--- src/rtl/mips_multicycle_ctrl_pkg.sv ---
// rtl/mips_multicycle_ctrl_pkg.sv - shared encodings for the multicycle MIPS controller and ALU
package mips_pkg;

  typedef enum logic [3:0] {
    S_FETCH  = 4'd0,
    S_DECODE = 4'd1,
    S_MEMADR = 4'd2,
    S_MEMRD  = 4'd3,
    S_MEMWB  = 4'd4,
    S_MEMWR  = 4'd5,
    S_EXEC   = 4'd6,
    S_ALUWB  = 4'd7,
    S_BRANCH = 4'd8,
    S_ADDIEX = 4'd9,
    S_ADDIWB = 4'd10,
    S_JUMP   = 4'd11
  } state_t;

  // What the current state wants from the ALU: a fixed add/sub or the funct-selected op
  typedef enum logic [1:0] {
    ALU_CLASS_ADD   = 2'd0,
    ALU_CLASS_SUB   = 2'd1,
    ALU_CLASS_FUNCT = 2'd2
  } alu_class_t;

  localparam logic [5:0] OP_RTYPE = 6'b000000;
  localparam logic [5:0] OP_LW    = 6'b100011;
  localparam logic [5:0] OP_SW    = 6'b101011;
  localparam logic [5:0] OP_BEQ   = 6'b000100;
  localparam logic [5:0] OP_ADDI  = 6'b001000;
  localparam logic [5:0] OP_J     = 6'b000010;

  localparam logic [5:0] FN_ADD = 6'b100000;
  localparam logic [5:0] FN_SUB = 6'b100010;
  localparam logic [5:0] FN_AND = 6'b100100;
  localparam logic [5:0] FN_OR  = 6'b100101;
  localparam logic [5:0] FN_XOR = 6'b100110;
  localparam logic [5:0] FN_NOR = 6'b100111;
  localparam logic [5:0] FN_SLT = 6'b101010;

  localparam logic [3:0] ALU_ADD = 4'b0000;
  localparam logic [3:0] ALU_SUB = 4'b0010;
  localparam logic [3:0] ALU_AND = 4'b0100;
  localparam logic [3:0] ALU_OR  = 4'b0101;
  localparam logic [3:0] ALU_XOR = 4'b0110;
  localparam logic [3:0] ALU_NOR = 4'b0111;
  localparam logic [3:0] ALU_SLT = 4'b1010;

  localparam logic [1:0] SRCB_REG  = 2'b00;
  localparam logic [1:0] SRCB_FOUR = 2'b01;
  localparam logic [1:0] SRCB_IMM  = 2'b10;
  localparam logic [1:0] SRCB_IMM2 = 2'b11;

  localparam logic [1:0] PCSRC_ALU    = 2'b00;
  localparam logic [1:0] PCSRC_ALUOUT = 2'b01;
  localparam logic [1:0] PCSRC_JUMP   = 2'b10;

endpackage

--- src/rtl/mips_multicycle_ctrl_if.sv ---
// rtl/mips_multicycle_ctrl_if.sv - controller <-> datapath signal bundle
interface mips_multicycle_ctrl_if;
  logic [5:0] opcode;
  logic [5:0] funct;
  logic       alu_zero;
  logic       pc_en;
  logic       iord;
  logic       mem_write;
  logic       ir_write;
  logic       reg_dst;
  logic       mem_to_reg;
  logic       reg_write;
  logic       alu_src_a;
  logic [1:0] alu_src_b;
  logic [3:0] alu_op;
  logic [1:0] pc_src;
  logic [3:0] state_dbg;

  // Controller side: consumes instruction fields and zero flag, drives datapath controls
  modport master (
    input  opcode, funct, alu_zero,
    output pc_en, iord, mem_write, ir_write, reg_dst, mem_to_reg, reg_write,
           alu_src_a, alu_src_b, alu_op, pc_src, state_dbg
  );

  // Datapath side
  modport slave (
    output opcode, funct, alu_zero,
    input  pc_en, iord, mem_write, ir_write, reg_dst, mem_to_reg, reg_write,
           alu_src_a, alu_src_b, alu_op, pc_src, state_dbg
  );
endinterface

--- src/rtl/mips_multicycle_ctrl_alu_decoder.sv ---
// rtl/mips_multicycle_ctrl_alu_decoder.sv - funct and state class to ALU op select
module alu_decoder
  import mips_pkg::*;
(
  input  logic [5:0]  funct,
  input  alu_class_t  alu_class,
  output logic [3:0]  alu_op,
  output logic        funct_valid
);

  logic [3:0] funct_op;

  // Map R-type funct to an ALU op; unsupported codes fall back to ADD and are flagged
  always_comb begin
    funct_op    = ALU_ADD;
    funct_valid = 1'b1;
    case (funct)
      FN_ADD:  funct_op = ALU_ADD;
      FN_SUB:  funct_op = ALU_SUB;
      FN_AND:  funct_op = ALU_AND;
      FN_OR:   funct_op = ALU_OR;
      FN_XOR:  funct_op = ALU_XOR;
      FN_NOR:  funct_op = ALU_NOR;
      FN_SLT:  funct_op = ALU_SLT;
      default: funct_valid = 1'b0;
    endcase
  end

  // Choose between the fixed ops used for address/branch math and the funct op
  always_comb begin
    alu_op = ALU_ADD;
    case (alu_class)
      ALU_CLASS_SUB:   alu_op = ALU_SUB;
      ALU_CLASS_FUNCT: alu_op = funct_op;
      default:         alu_op = ALU_ADD;
    endcase
  end

endmodule

--- src/rtl/mips_multicycle_ctrl.sv ---
// rtl/mips_multicycle_ctrl.sv - Moore FSM sequencing the multicycle MIPS datapath
module mips_multicycle_ctrl
  import mips_pkg::*;
(
  input  logic                    clk,
  input  logic                    reset,
  mips_multicycle_ctrl_if.master  bus
);

  state_t     state;
  state_t     next_state;
  state_t     dec_state;
  alu_class_t alu_class;
  logic [3:0] alu_op;
  logic       funct_valid;

  logic pc_write;
  logic branch;
  logic iord;
  logic mem_write;
  logic ir_write;
  logic reg_dst;
  logic mem_to_reg;
  logic reg_write;
  logic alu_src_a;
  logic [1:0] alu_src_b;
  logic [1:0] pc_src;

  // State register; reset returns to FETCH, aborting any instruction in flight
  always_ff @(posedge clk) begin
    if (reset) begin
      state <= S_FETCH;
    end else begin
      state <= next_state;
    end
  end

  // Next-state logic; opcode is only looked at in DECODE and MEMADR
  always_comb begin
    next_state = S_FETCH;
    case (state)
      S_FETCH:  next_state = S_DECODE;
      S_DECODE: begin
        case (bus.opcode)
          OP_LW, OP_SW: next_state = S_MEMADR;
          OP_RTYPE:     next_state = S_EXEC;
          OP_BEQ:       next_state = S_BRANCH;
          OP_ADDI:      next_state = S_ADDIEX;
          OP_J:         next_state = S_JUMP;
          default:      next_state = S_FETCH;
        endcase
      end
      S_MEMADR: begin
        if (bus.opcode == OP_LW) begin
          next_state = S_MEMRD;
        end else if (bus.opcode == OP_SW) begin
          next_state = S_MEMWR;
        end else begin
          next_state = S_FETCH;
        end
      end
      S_MEMRD:  next_state = S_MEMWB;
      S_EXEC:   next_state = S_ALUWB;
      S_ADDIEX: next_state = S_ADDIWB;
      default:  next_state = S_FETCH;
    endcase
  end

  // While reset is held the non-strobe outputs show the FETCH decode
  assign dec_state = reset ? S_FETCH : state;

  // Output decode of the (reset-adjusted) state; unused states leave everything at 0
  always_comb begin
    pc_write   = 1'b0;
    branch     = 1'b0;
    iord       = 1'b0;
    mem_write  = 1'b0;
    ir_write   = 1'b0;
    reg_dst    = 1'b0;
    mem_to_reg = 1'b0;
    reg_write  = 1'b0;
    alu_src_a  = 1'b0;
    alu_src_b  = SRCB_REG;
    alu_class  = ALU_CLASS_ADD;
    pc_src     = PCSRC_ALU;
    case (dec_state)
      S_FETCH: begin
        alu_src_b = SRCB_FOUR;
        ir_write  = 1'b1;
        pc_write  = 1'b1;
      end
      S_DECODE: begin
        alu_src_b = SRCB_IMM2;
      end
      S_MEMADR: begin
        alu_src_a = 1'b1;
        alu_src_b = SRCB_IMM;
      end
      S_MEMRD: begin
        iord = 1'b1;
      end
      S_MEMWB: begin
        mem_to_reg = 1'b1;
        reg_write  = 1'b1;
      end
      S_MEMWR: begin
        iord      = 1'b1;
        mem_write = 1'b1;
      end
      S_EXEC: begin
        alu_src_a = 1'b1;
        alu_class = ALU_CLASS_FUNCT;
      end
      S_ALUWB: begin
        reg_dst   = 1'b1;
        reg_write = funct_valid;
      end
      S_BRANCH: begin
        alu_src_a = 1'b1;
        alu_class = ALU_CLASS_SUB;
        pc_src    = PCSRC_ALUOUT;
        branch    = 1'b1;
      end
      S_ADDIEX: begin
        alu_src_a = 1'b1;
        alu_src_b = SRCB_IMM;
      end
      S_ADDIWB: begin
        reg_write = 1'b1;
      end
      S_JUMP: begin
        pc_src   = PCSRC_JUMP;
        pc_write = 1'b1;
      end
      default: begin
        pc_write = 1'b0;
      end
    endcase
  end

  alu_decoder u_alu_decoder (
    .funct       (bus.funct),
    .alu_class   (alu_class),
    .alu_op      (alu_op),
    .funct_valid (funct_valid)
  );

  // Write strobes are killed combinationally during reset so nothing commits mid-abort
  assign bus.pc_en      = (pc_write | (branch & bus.alu_zero)) & ~reset;
  assign bus.mem_write  = mem_write & ~reset;
  assign bus.ir_write   = ir_write & ~reset;
  assign bus.reg_write  = reg_write & ~reset;
  assign bus.iord       = iord;
  assign bus.reg_dst    = reg_dst;
  assign bus.mem_to_reg = mem_to_reg;
  assign bus.alu_src_a  = alu_src_a;
  assign bus.alu_src_b  = alu_src_b;
  assign bus.alu_op     = alu_op;
  assign bus.pc_src     = pc_src;
  assign bus.state_dbg  = state;

endmodule

--- src/flat_wrapper.sv ---
// flat-port wrapper written by rule: the top's interface ports become plain ports
module mips_multicycle_ctrl_flat import mips_pkg::*;
  (clk, reset, bus_opcode, bus_funct, bus_alu_zero, bus_pc_en, bus_iord, bus_mem_write, bus_ir_write, bus_reg_dst, bus_mem_to_reg, bus_reg_write, bus_alu_src_a, bus_alu_src_b, bus_alu_op, bus_pc_src, bus_state_dbg);
  mips_multicycle_ctrl_if bus_i ();
  input  logic clk;
  input  logic reset;
  input wire logic [$bits(bus_i.opcode)-1:0] bus_opcode;
  input wire logic [$bits(bus_i.funct)-1:0] bus_funct;
  input wire logic [$bits(bus_i.alu_zero)-1:0] bus_alu_zero;
  output wire logic [$bits(bus_i.pc_en)-1:0] bus_pc_en;
  output wire logic [$bits(bus_i.iord)-1:0] bus_iord;
  output wire logic [$bits(bus_i.mem_write)-1:0] bus_mem_write;
  output wire logic [$bits(bus_i.ir_write)-1:0] bus_ir_write;
  output wire logic [$bits(bus_i.reg_dst)-1:0] bus_reg_dst;
  output wire logic [$bits(bus_i.mem_to_reg)-1:0] bus_mem_to_reg;
  output wire logic [$bits(bus_i.reg_write)-1:0] bus_reg_write;
  output wire logic [$bits(bus_i.alu_src_a)-1:0] bus_alu_src_a;
  output wire logic [$bits(bus_i.alu_src_b)-1:0] bus_alu_src_b;
  output wire logic [$bits(bus_i.alu_op)-1:0] bus_alu_op;
  output wire logic [$bits(bus_i.pc_src)-1:0] bus_pc_src;
  output wire logic [$bits(bus_i.state_dbg)-1:0] bus_state_dbg;
  assign bus_i.opcode = bus_opcode;
  assign bus_i.funct = bus_funct;
  assign bus_i.alu_zero = bus_alu_zero;
  assign bus_pc_en = bus_i.pc_en;
  assign bus_iord = bus_i.iord;
  assign bus_mem_write = bus_i.mem_write;
  assign bus_ir_write = bus_i.ir_write;
  assign bus_reg_dst = bus_i.reg_dst;
  assign bus_mem_to_reg = bus_i.mem_to_reg;
  assign bus_reg_write = bus_i.reg_write;
  assign bus_alu_src_a = bus_i.alu_src_a;
  assign bus_alu_src_b = bus_i.alu_src_b;
  assign bus_alu_op = bus_i.alu_op;
  assign bus_pc_src = bus_i.pc_src;
  assign bus_state_dbg = bus_i.state_dbg;
  mips_multicycle_ctrl u_core (.clk(clk), .reset(reset), .bus(bus_i));
endmodule
--- config.mk ---
export PLATFORM = sky130hd
export DESIGN_NAME = mips_multicycle_ctrl_flat
export DESIGN_NICKNAME = d
export VERILOG_FILES = /design/src/rtl/mips_multicycle_ctrl_pkg.sv /design/src/rtl/mips_multicycle_ctrl_if.sv /design/src/rtl/mips_multicycle_ctrl_alu_decoder.sv /design/src/rtl/mips_multicycle_ctrl.sv /design/src/flat_wrapper.sv
export SDC_FILE = /design/constraint.sdc
export NUM_CORES = 1
export LEC_CHECK = 0
export ABC_AREA = 1
export ABC_CLOCK_PERIOD_IN_PS = 1800
export BUFFER_PORTS_ARGS = -buffer_cell sky130_fd_sc_hd__buf_2
export CORE_UTILIZATION = 43
export DETAILED_ROUTE_END_ITERATION = 8
export PLACE_DENSITY = 0.78
export SLEW_MARGIN = 20
export SYNTH_ARGS = -nofsm -noshare
export SYNTH_HDL_FRONTEND = slang
export SYNTH_SLANG_ARGS = --single-unit
--- constraint.sdc ---
create_clock -name clk -period 1.8 [get_ports clk]
set_clock_uncertainty 0.1 [all_clocks]
set_input_delay 0.09 -clock clk [delete_from_list [all_inputs] [get_ports clk]]
set_output_delay 0.09 -clock clk [all_outputs]
set_load 0.005 [all_outputs]
Yosys cells after proc, flatten, opt, wreduce, memory -nomap -nowiden

Index checks and enable logic that the tools add are counted.
W data, S select, Z words.

Word-level logic and storage cells: 68
Latch bits: 0
Output and inout bits: 20
Bits in writable memories: 0
Memories kept: 0
Bits in registers: 4
Bits in read-only memories: 0
Input port bits: 15

Div/mod/pow operators: 0
Reductions and logical operators: 10
Muxes and demuxes: 20
Bitwise logic cells: 7
Equal/unequal tests: 30
$add $sub $neg: 0
Multiply operators: 0
$lt $le $gt $ge: 0
Shift-type cells: 0

Operators by type and width:

| operator             | number |
|---|---|
| $eq A6 B6 Y1 const B | 9 |
| $pmux W4 S6          | 2 |
| $eq A4 B3 Y1 const B | 5 |
| $eq A4 B4 Y1 const B | 5 |
| $pmux W4 S5          | 1 |
| $eq A4 B2 Y1 const B | 4 |
| $reduce_or A2 Y1     | 5 |
| $mux W1              | 9 |
| $eq A4 B1 Y1 const B | 2 |
| $logic_not A4 Y1     | 2 |
| $mux W4              | 2 |
| $pmux W2 S2          | 2 |
| $pmux W4 S2          | 1 |
| $reduce_or A7 Y1     | 1 |
| $eq A6 B2 Y1 const B | 1 |
| $eq A6 B3 Y1 const B | 1 |
| $eq A6 B4 Y1 const B | 1 |
| $logic_not A6 Y1     | 1 |
| $pmux W2 S3          | 1 |
| $and A1 B1 Y1        | 5 |
| $reduce_or A4 Y1     | 1 |
| $mux W3              | 1 |
| $eq A2 B1 Y1 const B | 1 |
| $eq A2 B2 Y1 const B | 1 |
| other kinds (3)      | 3 |

Logic depth before layout (Yosys ltp)

Gate-level depths: netlist of run 1.

Depth after elaboration: 6
Mapped depth: 10
Gate-level depth less buffers: 10

Hierarchy

Synthesis of run 1 repeated with hierarchy kept, for this count alone.

Cells, all modules: 118
Area total of the unflattened synthesis: 605.6 µm²

Modules (own cells, without submodules):

| module               | cells an instance | area each (µm²) | instances | seq. area each (µm²) |
|---|---|---|---|---|
| mips_multicycle_ctrl | 89                | 452.9           | 1         | 80.1 |
| alu_decoder          | 29                | 152.6           | 1         | 0.0 |

Worst setup path before layout of run 1

OpenSTA, ideal clock, no wires.

Path kind: reg-to-output
From: register u_core.state[3], in the netlist u_core.bus.state_dbg[3]
To: output port bus_alu_op[3]
Cell stages (with the launch flop): 10
Path buffers: 0
Slack: 0.113 ns
Data required time: 1.610 ns
Arrival time: 1.497 ns
Cells stage by stage: dfxtp_1 inv_2 nor2_2 nand2_2 nor2_4 inv_2 ha_1 nor2_1 nand2_1 nor2_1

Word-level cells in the longest chain between the ends: 5
Elaborated cells on any way between the ends: 7
Those cells by class: eq/ne (4); mux (3)

RTL lines:

| item                                                | RTL line                               | text |
|---|---|---|
| start, declared                                     | mips_multicycle_ctrl.sv:10             | `state_t state;` |
| start signal, assigned                              | mips_multicycle_ctrl.sv:34             | `state <= next_state;` |
| $mux W4 (*)                                         | mips_multicycle_ctrl.sv:70             | `assign dec_state = reset ? S_FETCH : state;` |
| $eq A4 B4 Y1 / $eq A4 B3 Y1 (equally long branches) | mips_multicycle_ctrl.sv:86             | `case (dec_state)` |
| $pmux W2 S2 (*)                                     | mips_multicycle_ctrl.sv:86             |  |
| $eq A2 B2 Y1 / $eq A2 B1 Y1 (equally long branches) | mips_multicycle_ctrl_alu_decoder.sv:32 | `case (alu_class)` |
| $pmux W4 S2 (*)                                     | mips_multicycle_ctrl_alu_decoder.sv:32 |  |
| end, declared                                       | flat_wrapper.sv:19                     | `output wire logic [$bits(bus_i.alu_op)-1:0] bus_alu_op;` |

Mark *: on every way between the ends. The rest lies on a longest branch, timed or not.

Final worst setup path of run 1

From: register u_core.state[2], in the netlist u_core.bus.state_dbg[2]
To: output port bus_alu_op[1]

The elaborated chain is that of the path after synthesis.

==> run_results.csv, run 1 <==
group,metric,value,unit
status,run_status,"finished, final reports clean",
synthesis,synth_cell_types,20,
timing,setup_viol,0,
power,finalPower,294.4,uW
worst_setup_path,crit_required,1.61,ns
synthesis,seq_area_frac_synth,0.1257,
clock_tree,numCtsBuffers,3,
synthesis,synth_cells,119,
power,power_density,311.2,nW/um^2
worst_setup_path,crit_chain,"inv_4, nor2_4, nand2_2, nor2_4, ha_4, nor2_4, nand3_1, o21ai_1, buf_2",
synthesis,syn_nets,136,
drt,ant_nets,0,
floorplanning,die_w,40.49,um
synthesis,yosys_warnings,0,
timing,rsz0062_at_grt,"true",
power,power_leakage,0.0005433,uW
synthesis,synthesis.area,636.9,um^2
layout,layout_commonest_cell,"buf_2",
layout,largest_reg_flops,4,
timing,worst_slack,0.06642,ns
timing,worstMarginPinSlew,0.3027,ns
drt,routed_via_density,4.966,
worst_setup_path,cpMaxStageDelayCell,"dfxtp_4",
grt,antenna_found_initial,0,
placement,dp_hpwl,1.415,mm
synthesis,postSynthAreaPerCell,5.352,um^2
worst_setup_path,critPathArrivalTime,1.54,ns
grt,grt_usage,0.2288,
worst_setup_path,critical_path_buf_inv_count,2,
clock_tree,cts_tree,"yes",
timing,hold_violations,0,
timing,drv_slew,0,
clock_tree,clockBufferDepth,2,
synthesis,synthTopCellsByArea,"nand2_1, nor2_1, dfxtp_1, nand3_1, inv_1",
floorplanning,rows,13,
floorplanning,die-area,1639,um^2
clock_tree,clock-sinks,4,
floorplanning,io_pins,35,
grt,grt_pass1_wl,2.608,mm
worst_setup_path,cp_max_fo,4,
layout,final_layout_size_suffix_gt1_frac,0.4601,
clock_tree,root_buffer,"clkbuf_4",
drt,firstDrtPassIters,4,
worst_setup_path,crit_path_end_kind,"primary output",
layout,fin_util,0.7092,
placement,port_buffers,34,
timing,slew_headroom,0.7974,
drt,wl,1.701,mm
drt,drc,0,
clock_tree,htree_num_levels,1,
floorplanning,core_area,1334,um^2
layout,fin_nets,182,
grt,grt_pass1_vias,724,
drt,wl_per_cell,9.556,um
placement,routabilityCongestion,0.8281,
worst_setup_path,cp_common_cell,"nor2_4",
worst_setup_path,critical-path-top-delay-family,"simple AND/OR/NAND/NOR gates",
drt,first_iter_violations,12,
clock_tree,clkTransAtPathRegs,0.04,ns
drt,vias,884,
floorplanning,start_util,0.4775,
timing,fin_crit,1.734,ns
clock_tree,clock_latency,0.23,ns
timing,finalCritPeriodShare,0.9631,
worst_setup_path,critPathKind,"reg2out",
grt,grt_max_degree,8,
timing,fmax,576.8,MHz
worst_setup_path,cpPeakStageDelay,0.38,ns
synthesis,ys_ff_latch,4,
synthesis,synth_top_area_frac,0.1709,
flow_run,max_cap_violations,0,
min_path,min_path_type,"in2reg",
synthesis,synth_top_cell_by_area,"nand2_1",
layout,final_cell_mix,"buf_2, nand2_1, nor2_1",
grt,overflow,0,
power,ir_drop,0.0003701,V
layout,area_growth,48.53,%
placement,place_ws,0.009253,ns
floorplanning,die_y,40.49,um
layout,antenna_cells,0,
worst_setup_path,worstSetupStartpointType,"flop",
-- synthesized netlist by cell type, drive strengths merged --
cell / n
nand3b: 2
a21oi: 2
a31oi: 1
nor3: 4
ha: 2
nand3: 15
dfxtp: 4
o21ai: 3
nor2: 29
inv: 21
nand2: 34
o32ai: 1
and3: 1
-- metal layers --
layer | vias to the layer above | track usage | part of all wire
li1 | 460 | - | -
met1 | 395 | 0.2410 | 0.41
met2 | 29 | 0.4603 | 0.53
met3 | 0 | 0.02778 | 0.059
met4 | 0 | 0.05833 | 0
met5 | - | 0 | 0
-- stage by stage --
step | std cells | TNS [ns] | instance area, um^2 | hold WS [ns]
detailed placement | 173 | 0 | 863.3 | 0.2696
floorplan | 119 | 0 | 636.9 | 0.05907
global placement | 173 | 0 | 863.3 | 0.2647
CTS | 177 | 0 | 930.9 | 0.01840
finish | 178 | 0 | 945.9 | 0.02809
global route | 178 | -0.09332 | 945.9 | 0.02804
-- path summary, 6_finish.rpt --
path | startpoint | end | slack (ns) | cells past startpoint
hold reg to reg | u_core.bus.state_dbg[0] | u_core.bus.state_dbg[3] | 0.57 | 3
setup reg to reg | u_core.bus.state_dbg[3] | u_core.bus.state_dbg[2] | 0.45 | 8
setup / recovery | u_core.bus.state_dbg[2] | bus_alu_op[1] | 0.07 | 9
hold / removal | reset | u_core.bus.state_dbg[3] | 0.03 | 2
-- cell families (layout without fill, tap and decap cells) --
kind of cell	count (synthesis)	in the layout	share of synthesized area
compound gates	7	7	0.06287
buf+inv	21	65	0.1238
flops	4	4	0.1257
simple gates	85	85	0.6483
fa+ha+maj	2	2	0.03929
-- final cells by class --
| cell class | count | area (um^2) |
|---|---|---|
| multi-input cells | 94 | 513.0 |
| fillers | 138 | 387.9 |
| repair buffers | 41 | 222.7 |
| flip-flops and latches | 4 | 87.58 |
| inverters | 21 | 81.33 |
| clock buffers | 3 | 22.52 |
| well taps | 15 | 18.77 |
-- worst register-to-register path, stage by stage, from the launching register on --
cell,delay [ns]
dfxtp_4,0.35
buf_4,0.13
nor2_2,0.20
inv_2,0.10
nor2_4,0.14
inv_2,0.06
nor2_2,0.07
nor2_1,0.05
nor2_1,0.08
-- power by group --
group | total [uW] | internal, uW | switching [uW]
clock network | 108 | 74.4 | 34.0
registers | 91.1 | 89.0 | 2.12
logic | 94.9 | 38.6 | 56.3
total | 294 | 202 | 92.4
-- timing repair --
action	CTS	global route
endpoints found under the setup margin	4	3
hold buffers	0	0
cloned	0	0
pin swaps	3	1
resized for setup	10	4
setup buffers	1	1
(Power assumes the default switching activity.)
==> run 2, diff against run 1 <==
--- a/config.mk
+++ b/config.mk
@@ -8,9 +8,10 @@
 export ABC_AREA = 1
 export ABC_CLOCK_PERIOD_IN_PS = 1800
 export BUFFER_PORTS_ARGS = -buffer_cell sky130_fd_sc_hd__buf_2
-export CORE_UTILIZATION = 43
+export CORE_UTILIZATION = 45
+export CTS_BUF_LIST = sky130_fd_sc_hd__clkbuf_4 sky130_fd_sc_hd__clkbuf_8
 export DETAILED_ROUTE_END_ITERATION = 8
-export PLACE_DENSITY = 0.78
+export PLACE_DENSITY = 0.81
 export SLEW_MARGIN = 20
 export SYNTH_ARGS = -nofsm -noshare
 export SYNTH_HDL_FRONTEND = slang
==> run_results.csv, run 2 (synthesized netlist as in run 1, its figures left out) <==
group,metric,value,unit
timing,finalCritPeriodShare,0.9896,
timing,fin_crit,1.781,ns
clock_tree,htree_num_levels,1,
timing,rsz0062_at_grt,"true",
grt,grt_usage,0.2298,
floorplanning,start_util,0.4894,
worst_setup_path,cp_max_fo,4,
power,swShare,0.3016,
power,p_int,202.1,uW
timing,setup_viol,0,
clock_tree,numCtsBuffers,3,
drt,routed_via_density,4.983,
drt,first_iter_violations,24,
worst_setup_path,cp_common_cell,"nor2_4",
worst_setup_path,crit_required,1.61,ns
clock_tree,clock_latency,0.22,ns
grt,grt_max_degree,8,
min_path,min_path_type,"in2reg",
floorplanning,die-area,1570,um^2
worst_setup_path,cpPeakStageDelay,0.37,ns
grt,grt_pass1_wl,2.580,mm
drt,wl,1.754,mm
layout,fin_nets,185,
power,clkPwrFrac,0.356,
drt,vias,902,
clock_tree,clockBufferDepth,2,
clock_tree,hold_buffers,0,
floorplanning,core_area,1301,um^2
power,power_density,298.0,nW/um^2
layout,layout.cells.non_filler,181,
clock_tree,clkTransAtPathRegs,0.04,ns
layout,antenna_cells,0,
power,power_leakage,0.0005627,uW
layout,final_layout_size_suffix_gt1_frac,0.4639,
floorplanning,die_w,39.62,um
clock_tree,root_buffer,"clkbuf_4",
timing,fmax,561.4,MHz
layout,fin_util,0.7462,
clock_tree,clock-sinks,4,
status,run_status,"finished, final reports clean",
timing,drv_slew,0,
clock_tree,cts_tree,"yes",
floorplanning,io_pins,35,
power,p_sw,87.27,uW
power,p_seq_frac,0.315,
timing,holdWs,0.04781,ns
grt,overflow,0,
worst_setup_path,critPathKind,"reg2out",
placement,routabilityCongestion,0.8688,
timing,worstMarginPinSlew,0.3057,ns
layout,final_cell_mix,"buf_2, nand2_1, nor2_1",
placement,dp_hpwl,1.360,mm
worst_setup_path,critPathArrivalTime,1.59,ns
grt,antenna_found_initial,0,
drt,firstDrtPassIters,4,
power,power_frac_comb,0.329,
worst_setup_path,crit_chain,"inv_2, nor2_4, nand2_2, nor2_4, inv_2, ha_4, nor2_4, nand3_1, o21ai_1, buf_2",
layout,largest_reg_flops,4,
grt,grt_pass1_vias,690,
power,ir_drop,0.0005643,V
drt,drc,0,
timing,hold_violations,0,
flow_run,max_cap_violations,0,
layout,area_growth,52.46,%
layout,layout_commonest_cell,"buf_2",
placement,port_buffers,34,
floorplanning,rows,13,
worst_setup_path,r2r_slack,0.46,ns
drt,wl_per_cell,9.691,um
worst_setup_path,worstSetupStartpointType,"flop",
placement,placed_cells,172,
worst_setup_path,crit_path_end_kind,"primary output",
drt,ant_nets,0,
timing,slew_headroom,0.7946,
floorplanning,die_y,39.62,um
timing,setup_tns,0,ns
worst_setup_path,cpMaxStageDelayCell,"dfxtp_4",
==> run 2: cell types whose count changed in the layout (fill, tap and decap cells not counted) <==
cell,delta
inv_4,-1
inv_1,+1
nand2_4,+1
nand2_2,-1
buf_4,+3
==> run 2: worst max-delay path: cells and delay by family, from the launching register on <==
kind / cells / cell delay, ns
buffers and inverters: 3 / 0.23
DFF: 1 / 0.37
AOI/OAI and AO/OA: 1 / 0.07
and+or+nand+nor: 5 / 0.45
adders and majority gates: 1 / 0.25
==> run 2: worst paths after layout <==
check | cells past startpoint | start | endpoint
worst min register to register | 3 | u_core.bus.state_dbg[0] | u_core.bus.state_dbg[3]
worst max-delay path | 10 | u_core.bus.state_dbg[3] | bus_alu_op[1]
worst min-delay path | 2 | reset | u_core.bus.state_dbg[3]
worst max register to register | 8 | u_core.bus.state_dbg[2] | u_core.bus.state_dbg[2]
==> run 2: final cells by class <==
cell class	count	area, um^2
clock buffer	3	22.52
fill	117	330.3
inverter	21	78.83
multi-input combinational	94	518.0
sequential	4	87.58
tap	15	18.77
timing repair buffer	44	245.2
==> run 2: per-stage QoR <==
stage	total power [uW]	setup slack [ns]	area, um^2
CTS	291.0	0.01467	905.9
detailed placement	187.4	0.03693	855.8
global placement	185.2	0.07305	855.8
finish	289.4	0.01874	970.9
global route	313.1	-0.08605	970.9
floorplan	146.2	0.1129	636.9
==> run 2: power by group through the flow <==
stage	combinational [uW]	clock, uW	sequential [uW]
2_1_floorplan	48.0	0	98.2
5_1_grt	107	114	91.3
6_report	95.3	103	91.1
3_5_place_dp	92.0	0	95.4
4_1_cts	92.6	106	92.7
3_3_place_gp	90.1	0	95.1
==> run 2: routing by layer <==
metal | vias up | track usage | wire (um)
met5 | - | 0 | 0
met4 | 0 | 0 | 36
met3 | 4 | 0.01705 | 66
met2 | 25 | 0.4590 | 921
met1 | 402 | 0.2727 | 730
li1 | 471 | - | -
==> run 2: what timing repair did <==
item,in CTS,in global routing
resized for setup,7,6
pin swaps,1,3
setup buffers,0,6
setup endpoints to repair,4,3
==> run 3, diff against run 2 <==
==> constraint.sdc (replaced) <==
create_clock -name clk -period 1.8 [get_ports clk]
set_clock_uncertainty 0.1 [all_clocks]
set_input_delay 0.18 -clock clk [delete_from_list [all_inputs] [get_ports clk]]
set_output_delay 0.18 -clock clk [all_outputs]
set_load 0.005 [all_outputs]
==> run_results.csv, run 3 (synthesized netlist as in run 1, its figures left out) <==
group,metric,value,unit
layout,area_growth,52.85,%
grt,grt_pass1_wl,2.794,mm
worst_setup_path,reg2reg_depth,8,
flow_run,max_cap_violations,0,
min_path,min_path_type,"in2reg",
floorplanning,start_util,0.4894,
worst_setup_path,r2r-start,"u_core.bus.state_dbg[2]",
drt,drc,0,
drt,routed_via_density,4.884,
grt,grt_usage,0.2556,
min_path,min-delay-start,"reset",
worst_setup_path,worstSetupStartpointType,"flop",
drt,vias,884,
clock_tree,cts_tree,"yes",
worst_setup_path,cp_max_fo,4,
placement,port_buffers,34,
power,power_leakage,0.0005691,uW
layout,final_cell_mix,"buf_2, nand2_1, nor2_1",
drt,ant_nets,0,
min_path,whs_path_depth,3,
placement,dp_hpwl,1.450,mm
floorplanning,rows,13,
floorplanning,die_w,39.62,um
timing,fin_crit,1.836,ns
drt,first_iter_violations,14,
worst_setup_path,critPathArrivalTime,1.56,ns
worst_setup_path,crit_path_end_kind,"primary output",
placement,placed_cells,175,
status,run_status,"finished, violations left",
clock_tree,clock-sinks,4,
placement,place_ws,0.008614,ns
worst_setup_path,r2r-end,"u_core.bus.state_dbg[2]",
layout,fin_nets,185,
power,swShare,0.3154,
timing,setup_viol,2,
placement,routabilityCongestion,0.8695,
grt,grt_pass1_vias,773,
floorplanning,die_y,39.62,um
clock_tree,hold_buffers,0,
drt,wl,1.832,mm
floorplanning,core_area,1301,um^2
clock_tree,htree_num_levels,1,
floorplanning,io_pins,35,
timing,drv_slew,0,
layout,layout.cells.non_filler,181,
floorplanning,die-area,1570,um^2
worst_setup_path,critPathKind,"reg2out",
layout,fin_util,0.7481,
drt,firstDrtPassIters,4,
timing,finalCritPeriodShare,1.020,
power,clkPwrFrac,0.361,
power,p_sw,94.44,uW
drt,wl_per_cell,10.12,um
grt,antenna_found_initial,0,
timing,rsz0062_at_grt,"true",
status,violations,"setup timing",
layout,final_area,973.4,um^2
clock_tree,root_buffer,"clkbuf_4",
min_path,min_to,"u_core.bus.state_dbg[3]",
power,power_density,307.6,nW/um^2
grt,overflow,0,
timing,worstMarginPinSlew,0.3020,ns
placement,place_area,878.3,um^2
clock_tree,clock_latency,0.23,ns
clock_tree,clockBufferDepth,2,
grt,grt_max_degree,8,
layout,largest_reg_flops,4,
layout,antenna_cells,0,
timing,worst_slack,-0.03605,ns
layout,final_layout_size_suffix_gt1_frac,0.4699,
clock_tree,clkTransAtPathRegs,0.03,ns
timing,slew_headroom,0.7971,
layout,layout_commonest_cell,"buf_2",
power,power_frac_comb,0.330,
power,finalPower,299.4,uW
worst_setup_path,crit_required,1.52,ns
power,p_int,205.0,uW
clock_tree,numCtsBuffers,3,
power,ir_drop,0.0003324,V
timing,fmax,544.6,MHz
power,p_seq_frac,0.309,
timing,hold_violations,0,
worst_setup_path,r2r_slack,0.42,ns
[run 3: cell counts in the layout (fill, tap and decap cells not counted)]
No cell type changed its count.
[run 3: worst max-delay path: stages (launching register included)]
cell and delay [ns]:
dfxtp_1 0.34, inv_2 0.07, nand2_1 0.12, nor2_4 0.14
inv_2 0.06, ha_4 0.28, nor2_4 0.04, and3_1 0.16
buf_2 0.12
[run 3: how the worst max path moves through the flow]
stage	start	endpoint	slack, ns	cells past startpoint
3_5_place_dp	u_core.bus.state_dbg[3]	bus_alu_op[1]	0.009	9
6_report	u_core.bus.state_dbg[1]	bus_alu_op[0]	-0.04	8
3_3_place_gp	u_core.bus.state_dbg[3]	bus_alu_op[1]	0.05	9
4_1_cts	u_core.bus.state_dbg[3]	bus_alu_op[0]	-0.04	9
2_1_floorplan	u_core.bus.state_dbg[3]	bus_alu_op[3]	0.02	9
5_1_grt	u_core.bus.state_dbg[2]	bus_alu_op[1]	-0.12	9
[run 3: final cells by class]
type / count / area, um^2
multi-input cells: 94 / 519.2
fillers: 118 / 327.8
well taps: 15 / 18.77
flip-flops and latches: 4 / 85.08
inverters: 21 / 78.83
repair buffers: 44 / 249.0
clock buffers: 3 / 22.52
[run 3: timing repair]
item | in CTS | in global routing
gates cloned | 0 | 0
setup endpoints to repair | 4 | 6
setup buffers | 3 | 1
pin swaps | 7 | 3
gates resized for setup | 9 | 5
[run 3: per-layer routing]
layer  up-vias  global-route usage  share of wire
met2        31              0.5287           0.53
li1        466                   -              -
met1       383              0.2559           0.41
met3         4             0.01705          0.047
met4         0             0.08621          0.014
met5         -                   0              0
[run 3: power groups by stage]
stage                     logic, uW  registers (uW)  clock network (uW)
final                          98.8            92.4                 108
after global routing            111            92.6                 116
after CTS                      97.1            93.8                 113
after detailed placement       95.8            95.0                   0
after global placement         93.2            94.9                   0
after floorplan                48.0            98.2                   0
[run 3: per-stage QoR]
stage / TNS, ns / hold slack [ns]
floorplan: 0 / 0.1491
global placement: 0 / 0.4191
detailed placement: 0 / 0.4227
CTS: -0.07063 / 0.1750
global route: -0.3917 / 0.1936
finish: -0.07041 / 0.1778
